File: config.mk
export PLATFORM = sky130hd
export DESIGN_NAME = shift_cmd_fifo
export DESIGN_NICKNAME = d
export VERILOG_FILES = /design/src/rtl/shift_cmd_fifo.sv
export SDC_FILE = /design/constraint.sdc
export NUM_CORES = 1
export LEC_CHECK = 0
export BUFFER_PORTS_ARGS = -buffer_cell sky130_fd_sc_hd__buf_2
export CORE_MARGIN = 2
export CORE_UTILIZATION = 40
export CTS_CLUSTER_SIZE = 14
export DETAILED_ROUTE_END_ITERATION = 16
export SYNTH_ARGS = -nofsm -noshare
export SYNTH_HDL_FRONTEND = slang
export SYNTH_SLANG_ARGS = --single-unit
File: constraint.sdc
create_clock -name clk -period 2.15 [get_ports clk]
set_clock_uncertainty 0.15 [all_clocks]
set_input_delay 0.43 -clock clk [delete_from_list [all_inputs] [get_ports clk]]
set_output_delay 0.43 -clock clk [all_outputs]
set_load 0.01 [all_outputs]
File: src/rtl/shift_cmd_fifo.sv
// Command FIFO that feeds a barrel shifter with {data, select} pairs.
// Circular buffer with registered occupancy; outputs read 0 whenever the FIFO is empty.
module shift_cmd_fifo #(
  parameter int DATA_SIZE = 16,
  parameter int DEPTH     = 4,
  localparam int SEL_W    = $clog2(DATA_SIZE),
  localparam int CNT_W    = $clog2(DEPTH) + 1
) (
  input  logic                 clk,
  input  logic                 rst,
  input  logic                 flush,
  input  logic                 in_valid,
  output logic                 in_ready,
  input  logic [DATA_SIZE-1:0] in_data,
  input  logic [SEL_W-1:0]     in_select,
  output logic                 out_valid,
  input  logic                 out_ready,
  output logic [DATA_SIZE-1:0] data_in,
  output logic [SEL_W-1:0]     select,
  output logic [CNT_W-1:0]     count
);

  localparam int PTR_W = $clog2(DEPTH);
  localparam int ENT_W = DATA_SIZE + SEL_W;
  localparam logic [CNT_W-1:0] FULL_CNT = CNT_W'(DEPTH);

  logic [ENT_W-1:0] mem_q [DEPTH];
  logic [PTR_W-1:0] wr_ptr_q, wr_ptr_d;
  logic [PTR_W-1:0] rd_ptr_q, rd_ptr_d;
  logic [CNT_W-1:0] count_q, count_d;
  logic             push, pop;
  logic [ENT_W-1:0] head;

  assign in_ready  = (count_q != FULL_CNT) && !flush && !rst;
  assign out_valid = (count_q != '0);
  assign push      = in_valid && in_ready;
  assign pop       = out_valid && out_ready;
  assign count     = count_q;

  assign head    = mem_q[rd_ptr_q];
  assign data_in = out_valid ? head[ENT_W-1:SEL_W] : '0;
  assign select  = out_valid ? head[SEL_W-1:0] : '0;

  always_comb begin
    wr_ptr_d = wr_ptr_q;
    rd_ptr_d = rd_ptr_q;
    count_d  = count_q;
    if (flush) begin
      wr_ptr_d = '0;
      rd_ptr_d = '0;
      count_d  = '0;
    end else begin
      if (push) wr_ptr_d = wr_ptr_q + PTR_W'(1);
      if (pop)  rd_ptr_d = rd_ptr_q + PTR_W'(1);
      unique case ({push, pop})
        2'b10:   count_d = count_q + CNT_W'(1);
        2'b01:   count_d = count_q - CNT_W'(1);
        default: count_d = count_q;
      endcase
    end
  end

  // control state: pointers and occupancy
  always_ff @(posedge clk) begin
    if (rst) begin
      wr_ptr_q <= '0;
      rd_ptr_q <= '0;
      count_q  <= '0;
    end else begin
      wr_ptr_q <= wr_ptr_d;
      rd_ptr_q <= rd_ptr_d;
      count_q  <= count_d;
    end
  end

  // storage is never reset; push already excludes rst and flush cycles
  always_ff @(posedge clk) begin
    if (push) mem_q[wr_ptr_q] <= {in_data, in_select};
  end

endmodule

==> results of run 1 <==
-- cell type report --
class                      count  area share
clock buffer                  10      0.0294
clock inverter                 6      0.0121
inverter                       7     0.00606
multi-input combinational     79       0.206
sequential                    89       0.597
tap                          108      0.0311
timing repair buffer          69       0.118
-- through the flow --
stage / hold WS (ns) / cell area, µm² / std cells
5_1_grt: 0.126 / 4340 / 368
4_1_cts: 0.130 / 4310 / 367
3_5_place_dp: 0.343 / 4090 / 349
3_3_place_gp: 0.320 / 4090 / 349
6_report: 0.150 / 4340 / 368
2_1_floorplan: 0.307 / 3530 / 182
-- path summary, 6_finish.rpt --
path | from | end | slack [ns]
worst max register to register | count[2]$_SDFFE_PP0P_ | count[2]$_SDFFE_PP0P_ | -0.11
worst min-delay path | in_data[0] | mem_q[3][4]$_DFFE_PP_ | 0.15
worst max-delay path | flip-flop | data_in[14] | -0.14
worst min register to register | rd_ptr_q[0]$_SDFFE_PP0P_ | rd_ptr_q[0]$_SDFFE_PP0P_ | 0.35
-- cells by family (layout without fill, tap and decap cells) --
| kind of cell | after synthesis | in the layout | share of synthesized area |
|---|---|---|---|
| AOI/OAI and AO/OA | 8 | 8 | 0.0135 |
| xor gates and xnor gates | 2 | 2 | 0.00499 |
| adders and majority gates | 6 | 6 | 0.0235 |
| buffers and inverters | 14 | 92 | 0.0160 |
| DFF | 89 | 89 | 0.736 |
| muxes | 21 | 21 | 0.131 |
| and+or+nand+nor | 42 | 42 | 0.0752 |
-- cell usage in the layout, fill, tap and decap left out, drive strengths merged --
cell       n
o31ai      1
nand2      3
clkinv     3
fa         1
mux2i      1
nand3      1
ha         5
mux4      20
edfxtp    80
and2       2
or3b       1
a21oi      3
and3       4
dfxtp      9
nor3b      1
clkbuf    11
or2        1
clkinvlp   2
buf       68
nor2       4
or4b       1
o21ai      4
xor2       2
inv        8
nor3       1
or3        2
nor2b     21
-- Yosys cell counts --
cell type	number
buf_2	3
edfxtp_1	80
nand3_1	1
or4b_1	1
fa_1	1
or3b_4	1
and2_1	2
dfxtp_1	9
or3_1	2
a21oi_1	3
mux2i_1	1
o21ai_0	4
nor3b_1	1
nor2b_1	21
o31ai_2	1
inv_1	7
nand2_1	3
clkbuf_1	4
ha_1	5
nor3_4	1
xor2_1	2
mux4_2	20
and3_1	4
or2_0	1
nor2_1	4
-- metal layers --
layer	global-route usage	wire length, µm	up-vias
met3	0.0403	232	7
met1	0.170	2660	917
met5	0	0	-
li1	-	-	851
met4	0.0545	65	0
met2	0.230	3130	32
-- repair_timing --
action | CTS | global route
cloned | 1 | 1
pin swaps | 2 | 0
hold buffers | 0 | 0
endpoints found under the setup margin | 21 | 22
resized for setup | 3 | 2
buffers inserted | 1 | 0
-- power breakdown --
group          switching [µW]  internal (µW)  leakage [µW]
Combinational            68.3           65.7      0.000632
Clock                     589            434     0.0000846
Sequential               6.09           1900      0.000798
-- flip-flops by register name (all words and copies together) (netlist names), named ones only --
name and flops:
rd_ptr_q 2, count 3, mem_q 80, wr_ptr_q 2
==> impl_metrics.csv, run 1 <==
group,metric,value,unit
floorplan,chipHeight,97.7,µm
setup_path,crit_cells,4,
cts,clk_path_buf_depth,2,
timing,slew_violations,0,
floorplan,core,8640,µm²
place,post-place-ws,-0.0975,ns
timing,grt_setup_unrepaired,"yes",
routing,route.final.wire_length,6.09,mm
synthesis,ys_ff_latch,89,
timing,worst_pin_slew,0.267,ns
cts,clk_latency,0.34,ns
global_routing,antenna_found_initial,0,
finish,seqCellArea,2590,µm²
place,portBuffers,49,
routing,ant_nets,0,
hold_path,min_delay_path_depth,1,
setup_path,cp_cell_sequence,"clkbuf_16 > mux4_2 > nor2b_1 > buf_2",
global_routing,grt_first_pass_wirelength,9.70,mm
cts,tritoncts,"done",
timing,fin_setup_tns,-2.49,ns
place,globalplace.congestion,0.669,
floorplan,io_pins,50,
setup_path,reg2regPathDepth,9,
timing,min_period_over_period,1.07,
setup_path,crit_type,"flip-flop to primary output",
setup_path,critPathSlowestCell,"mux4_2",
setup_path,critical_path.top_delay_family,"multiplexers",
cts,cts-root-buf,"clkbuf_8",
global_routing,grt_use_total,0.138,
routing,remaining_drc_errors,0,
routing,wire_per_inst,16.5,µm
run,maxCapViolations,0,
floorplan,dieArea,9540,µm²
floorplan,die_x,97.7,µm
cts,clk_pin_slew,0.08,ns
hold_path,min_path_type,"input pin to flip-flop",
routing,drt_first_iter_violations,82,
synthesis,ys_seq_area_frac,0.736,
cts,htreeDepth,3,
finish,drive_gt1_frac,0.450,
finish,syn_to_final_growth,23.6,%
finish,fin_nets,286,
pwr,powerDensity,706,nW/µm²
setup_path,cp-start-kind,"flip-flop",
pwr,leakage,0.00151,µW
synthesis,synth_area_per_cell,19.3,µm²
setup_path,slowest_delay,0.47,ns
pwr,peakVddDrop,416,µV
setup_path,cp_num_buf_inv,2,
setup_path,worstPathMaxFanout,5,
timing,timing.slew.headroom,0.822,
floorplan,rows,34,
outcome,status,"finished with violations",
synthesis,synth_top_area_share,0.684,
synthesis,synth.largest_area_cell,"edfxtp_1",
finish,post-route-util,0.502,
setup_path,worstPathRequired,1.57,ns
timing,layout_min_cycle_time,2.29,ns
global_routing,grt_pass1_vias,1888,
setup_path,end_kind,"primary output",
pwr,p_total,3060,µW
routing,vias_per_cell,4.91,
synthesis,synth.net_count,213,
cts,clock-sinks,89,
synthesis,yosys.cell_types.count,25,
global_routing,overflow,0,
synthesis,synth_warnings,0,
timing,setup_slack,-0.142,ns
finish,n_fill_cell,728,
routing,vias,1807,
routing,drtPass1Iterations,5,
finish,n_antenna_cell,0,
setup_path,worstPathArrival,1.71,ns
synthesis,synth_area_leaders,"edfxtp_1 (68%), mux4_2 (13%), dfxtp_1 (5.1%), nor2b_1 (3.7%), ha_1 (1.8%)",
timing,fmax,0.436,GHz
outcome,violations,"setup timing",
global_routing,grt_max_degree,25,
synthesis,syn-cell-area,3510,µm²
timing,setup_viol,21,
synthesis,syn_inst,182,
cts,cts_buffers,9,
finish,multi_input_area,893,µm²
place,dp_hpwl,3.75,mm
floorplan,start_util,0.407,
timing,finalHoldViolations,0,
Power figures use the tool's default switching activity.
==> run 2, diff against run 1 <==
Clock period 2.15 ns to 2 ns, I/O delays scaled along.
==> impl_metrics.csv, run 2 (same netlist as run 1, synthesis figures left out) <==
group,metric,value,unit
global_routing,grt_pass1_vias,1930,
place,portBuffers,49,
cts,cts-root-buf,"clkbuf_8",
setup_path,slowest_delay,0.37,ns
place,post-place-ws,-0.223,ns
global_routing,grt_max_degree,21,
setup_path,cp_cell_sequence,"or3b_4 > and2_4 > inv_4 > ha_4 > inv_2 > fa_2 > xor2_1 > or3_1 > a21oi_1",
setup_path,r2r_setup_slack,-0.23,ns
routing,remaining_drc_errors,0,
global_routing,overflow,0,
timing,setup_viol,24,
setup_path,cp-start-kind,"flip-flop",
setup_path,reg2regPathDepth,9,
setup_path,critPathSlowestCell,"or3b_4",
hold_path,min_delay_path_depth,1,
pwr,powerDensity,752,nW/µm²
setup_path,cp_num_buf_inv,2,
global_routing,grt_use_total,0.145,
run,maxCapViolations,0,
finish,n_antenna_cell,0,
timing,min_period_over_period,1.12,
routing,vias,1912,
hold_path,min_path_type,"input pin to flip-flop",
floorplan,die_x,97.7,µm
routing,vias_per_cell,5.04,
cts,clk_path_buf_depth,2,
finish,n_fill_cell,686,
floorplan,io_pins,50,
pwr,p_clk_frac,0.361,
timing,timing.slew.headroom,0.802,
finish,fin_nets,297,
routing,ant_nets,0,
setup_path,worstPathMaxFanout,2,
routing,drtPass1Iterations,4,
floorplan,dieArea,9540,µm²
timing,grt_setup_unrepaired,"yes",
setup_path,timing.rr.start,"count[2]$_SDFFE_PP0P_",
setup_path,cp-startpoint,"count[2]$_SDFFE_PP0P_",
outcome,violations,"setup timing",
setup_path,critical_path.top_delay_family,"simple AND/OR/NAND/NOR gates",
pwr,leakage,0.00166,µW
setup_path,end_kind,"flip-flop",
global_routing,gr-max-usage-layer,"met2",
cts,hold_buffers,0,
hold_path,worst_hold_startpoint,"in_data[2]",
routing,wire_per_inst,17.3,µm
setup_path,reg2reg_to,"count[2]$_SDFFE_PP0P_",
timing,worst_pin_slew,0.297,ns
timing,fmax,0.448,GHz
global_routing,grtUsageMet1,0.186,
timing,setup_slack,-0.233,ns
finish,mostFrequentLayoutCell,"edfxtp_1",
timing,slew_violations,0,
place,globalplace.congestion,0.731,
finish,drive_gt1_frac,0.520,
timing,layout_min_cycle_time,2.23,ns
timing,fin_setup_tns,-4.54,ns
cts,cts_buffers,9,
place,dp_hpwl,3.87,mm
outcome,status,"finished with violations",
finish,final_cell_mix,"edfxtp_1 (80), buf_2 (36), mux4_2 (20), buf_4 (19), buf_6 (14)",
global_routing,grt_first_pass_wirelength,10.2,mm
global_routing,antenna_found_initial,0,
timing,finalHoldViolations,0,
floorplan,core,8640,µm²
cts,clock-sinks,89,
cts,htreeDepth,3,
pwr,power_switching,763,µW
pwr,switching_share,0.218,
cts,clk_latency,0.35,ns
cts,tritoncts,"done",
finish,syn_to_final_growth,32.8,%
setup_path,crit_type,"flip-flop to flip-flop",
pwr,comb_power_share,0.055,
floorplan,start_util,0.407,
setup_path,worstPathArrival,2.36,ns
pwr,p_seq_frac,0.584,
floorplan,rows,34,
finish,largest_reg_flops,80,
hold_path,hold_end,"mem_q[2][6]$_DFFE_PP_",
pwr,peakVddDrop,294,µV
global_routing,grtUsageMet3,0.0396,
cts,clk_pin_slew,0.10,ns
routing,route.final.wire_length,6.56,mm
finish,top_register,"mem_q",
finish,post-route-util,0.540,
floorplan,chipHeight,97.7,µm
global_routing,grt_use_met2,0.233,
routing,drt_first_iter_violations,73,
pwr,p_int,2740,µW
setup_path,worstPathRequired,2.13,ns
[run 2: changes by cell type in the layout (fill, tap and decap cells not counted), moves of 3 or more]
| cell | change |
|---|---|
| inv_6 | +3 |
| buf_6 | +13 |
| nor2b_4 | +12 |
| buf_2 | -13 |
| nor2b_1 | -12 |
| clkinv_4 | -3 |
| buf_4 | +8 |
[run 2: how the worst max path moves through the flow]
stage | depth (start not counted) | endpoint
after global routing | 9 | count[2]$_SDFFE_PP0P_
after global placement | 9 | count[2]$_SDFFE_PP0P_
after floorplan | 9 | count[2]$_SDFFE_PP0P_
after detailed placement | 9 | count[2]$_SDFFE_PP0P_
after CTS | 4 | select[3]
final | 9 | count[2]$_SDFFE_PP0P_
[run 2: repair_timing]
action,in CTS,in global routing
gates cloned,3,0
buffers inserted,4,1
resized for setup,19,26
pin swaps,1,0
setup endpoints to repair,24,24
hold endpoints to repair,0,0
[run 2: through the flow]
step	instances	instance area, µm²	power, µW	hold slack, ns
2_1_floorplan	182	3530	2160	0.307
3_3_place_gp	355	4120	2240	0.318
3_5_place_dp	355	4120	2240	0.325
4_1_cts	378	4520	3530	0.0921
5_1_grt	379	4660	3650	0.0818
6_report	379	4660	3510	0.108
[run 2: power by group through the flow]
stage	clock network [µW]	logic, µW	registers [µW]
floorplan	0	64.0	2090
global placement	0	146	2090
detailed placement	0	150	2090
CTS	1310	177	2050
global route	1390	208	2050
finish	1270	191	2050
[run 2: layout make-up]
cell class	count	area, µm²	share of cell area
tap	108	135	0.0290
multi-input combinational	79	980	0.210
inverter	7	31.3	0.00671
clock inverter	7	82.6	0.0177
timing repair buffer	80	718	0.154
clock buffer	9	124	0.0266
sequential	89	2590	0.556
[run 2: worst reg2reg max path, cell delays in order, from the launching register on]
cell and delay [ns]:
dfxtp_4 0.35, or3b_4 0.37, and2_4 0.16, inv_4 0.05, ha_4 0.13, inv_2 0.04
fa_2 0.34, xor2_1 0.15, or3_1 0.31, a21oi_1 0.12
[run 2: per-layer routing]
metal	share of wire	wire, µm
met1	0.44	2870
met2	0.51	3360
met3	0.041	268
met4	0.010	66
met5	0	0
==> run 3, diff against run 2 <==
==> constraint.sdc (replaced) <==
create_clock -name clk -period 2 [get_ports clk]
set_clock_uncertainty 0.15 [all_clocks]
set_input_delay 0.3 -clock clk [delete_from_list [all_inputs] [get_ports clk]]
set_output_delay 0.3 -clock clk [all_outputs]
set_load 0.01 [all_outputs]
==> impl_metrics.csv, run 3 (same netlist as run 1, synthesis figures left out) <==
group,metric,value,unit
outcome,status,"finished with violations",
outcome,violations,"setup timing",
finish,final_cell_mix,"edfxtp_1 (80), buf_2 (46), mux4_2 (20), nor2b_1 (18), buf_4 (16)",
routing,route.final.wire_length,6.11,mm
timing,finalHoldViolations,0,
pwr,peakVddDrop,414,µV
timing,layout_min_cycle_time,2.22,ns
setup_path,crit_type,"flip-flop to flip-flop",
routing,drtPass1Iterations,4,
timing,min_period_over_period,1.11,
global_routing,grt_max_degree,25,
finish,fin_nets,303,
routing,vias,1853,
global_routing,grt_use_total,0.134,
timing,timing.slew.headroom,0.818,
cts,cts_buffers,9,
finish,largest_reg_flops,80,
cts,tritoncts,"done",
floorplan,core,8640,µm²
place,dp_hpwl,3.81,mm
pwr,p_total,3450,µW
setup_path,cp-start-kind,"flip-flop",
timing,grt_setup_unrepaired,"yes",
cts,cts-root-buf,"clkbuf_8",
place,portBuffers,49,
cts,clk_latency,0.36,ns
global_routing,grt_pass1_vias,1869,
timing,worst_pin_slew,0.272,ns
floorplan,start_util,0.407,
run,maxCapViolations,0,
timing,fin_setup_tns,-3.25,ns
routing,drt_first_iter_violations,69,
setup_path,end_kind,"flip-flop",
routing,wire_per_inst,15.9,µm
finish,n_antenna_cell,0,
global_routing,antenna_found_initial,0,
global_routing,overflow,0,
routing,vias_per_cell,4.81,
finish,n_fill_cell,713,
floorplan,chipHeight,97.7,µm
place,globalplace.congestion,0.694,
floorplan,rows,34,
global_routing,grt_first_pass_wirelength,9.58,mm
routing,ant_nets,0,
finish,drive_gt1_frac,0.444,
cts,clk_path_buf_depth,2,
setup_path,worstPathArrival,2.35,ns
floorplan,dieArea,9540,µm²
timing,slew_violations,0,
cts,clk_pin_slew,0.09,ns
finish,mostFrequentLayoutCell,"edfxtp_1",
setup_path,worstPathRequired,2.13,ns
cts,htreeDepth,3,
timing,fmax,0.451,GHz
pwr,powerDensity,760,nW/µm²
routing,remaining_drc_errors,0,
finish,syn_to_final_growth,29.3,%
floorplan,die_x,97.7,µm
timing,setup_slack,-0.219,ns
cts,clock-sinks,89,
pwr,leakage,0.00161,µW
setup_path,worstPathMaxFanout,2,
hold_path,min_path_type,"input pin to flip-flop",
timing,setup_viol,22,
finish,top_register,"mem_q",
floorplan,io_pins,50,
place,post-place-ws,-0.222,ns
[run 3: cell count changes in the layout (fill, tap and decap cells not counted), moves of 2 or more]
cell,previous run,this run
buf_16,3,0
buf_2,36,46
buf_4,19,16
buf_6,14,4
dlygate4sd3_1,0,13
inv_6,3,1
nor2b_1,9,18
nor2b_4,12,3
[run 3: worst max-delay path, stage by stage (launching register included)]
cell	delay, ns
dfxtp_2	0.33
or3b_4	0.39
and2_4	0.16
inv_4	0.05
ha_4	0.12
inv_2	0.03
fa_2	0.33
xor2_1	0.15
or3_1	0.31
a21oi_1	0.12
[run 3: final timing paths]
check             slack (ns)                     start                       end  cells past startpoint
hold / removal          0.01                in_data[8]    mem_q[0][12]$_DFFE_PP_                      1
setup reg to reg       -0.22     count[1]$_SDFFE_PP0P_     count[2]$_SDFFE_PP0P_                      9
setup / recovery       -0.22     count[1]$_SDFFE_PP0P_     count[2]$_SDFFE_PP0P_                      9
hold reg to reg         0.34  rd_ptr_q[0]$_SDFFE_PP0P_  rd_ptr_q[0]$_SDFFE_PP0P_                      2
[run 3: per-layer routing]
layer	global-route usage	vias to the layer above	share of wire
met4	0.0705	0	0.022
met3	0.0309	9	0.043
met2	0.225	40	0.51
li1	-	891	-
met1	0.162	913	0.42
met5	0	-	0
[run 3: stage by stage]
step           hold slack [ns]  area [µm²]   util  instances
3_5_place_dp             0.334        4110  0.476        354
4_1_cts                0.00332        4500  0.521        384
5_1_grt                 0.0163        4540  0.526        385
3_3_place_gp             0.321        4110  0.476        354
6_report                0.0102        4540  0.526        385
2_1_floorplan            0.249        3530      -        182
[run 3: final cells by class]
class / instances / area, µm² / share of cell area
Clock buffer: 10 / 128 / 0.0281
Inverter: 7 / 28.8 / 0.00634
Clock inverter: 6 / 73.8 / 0.0163
Timing Repair Buffer: 86 / 671 / 0.148
Multi-Input combinational cell: 79 / 912 / 0.201
Sequential cell: 89 / 2590 / 0.571
Tap cell: 108 / 135 / 0.0298
[run 3: report_power, final]
group | total, µW | internal [µW] | switching (µW)
Combinational | 175 | 94.9 | 79.8
Sequential | 2050 | 2040 | 6.41
Clock | 1230 | 592 | 634
[run 3: repair_timing]
action / CTS / global route
hold buffers: 13 / 0
hold endpoints to repair: 47 / 0
gates cloned: 0 / 1
gates resized for setup: 11 / 3
buffers inserted: 1 / 0
pin swaps: 2 / 2
setup endpoints to repair: 23 / 23
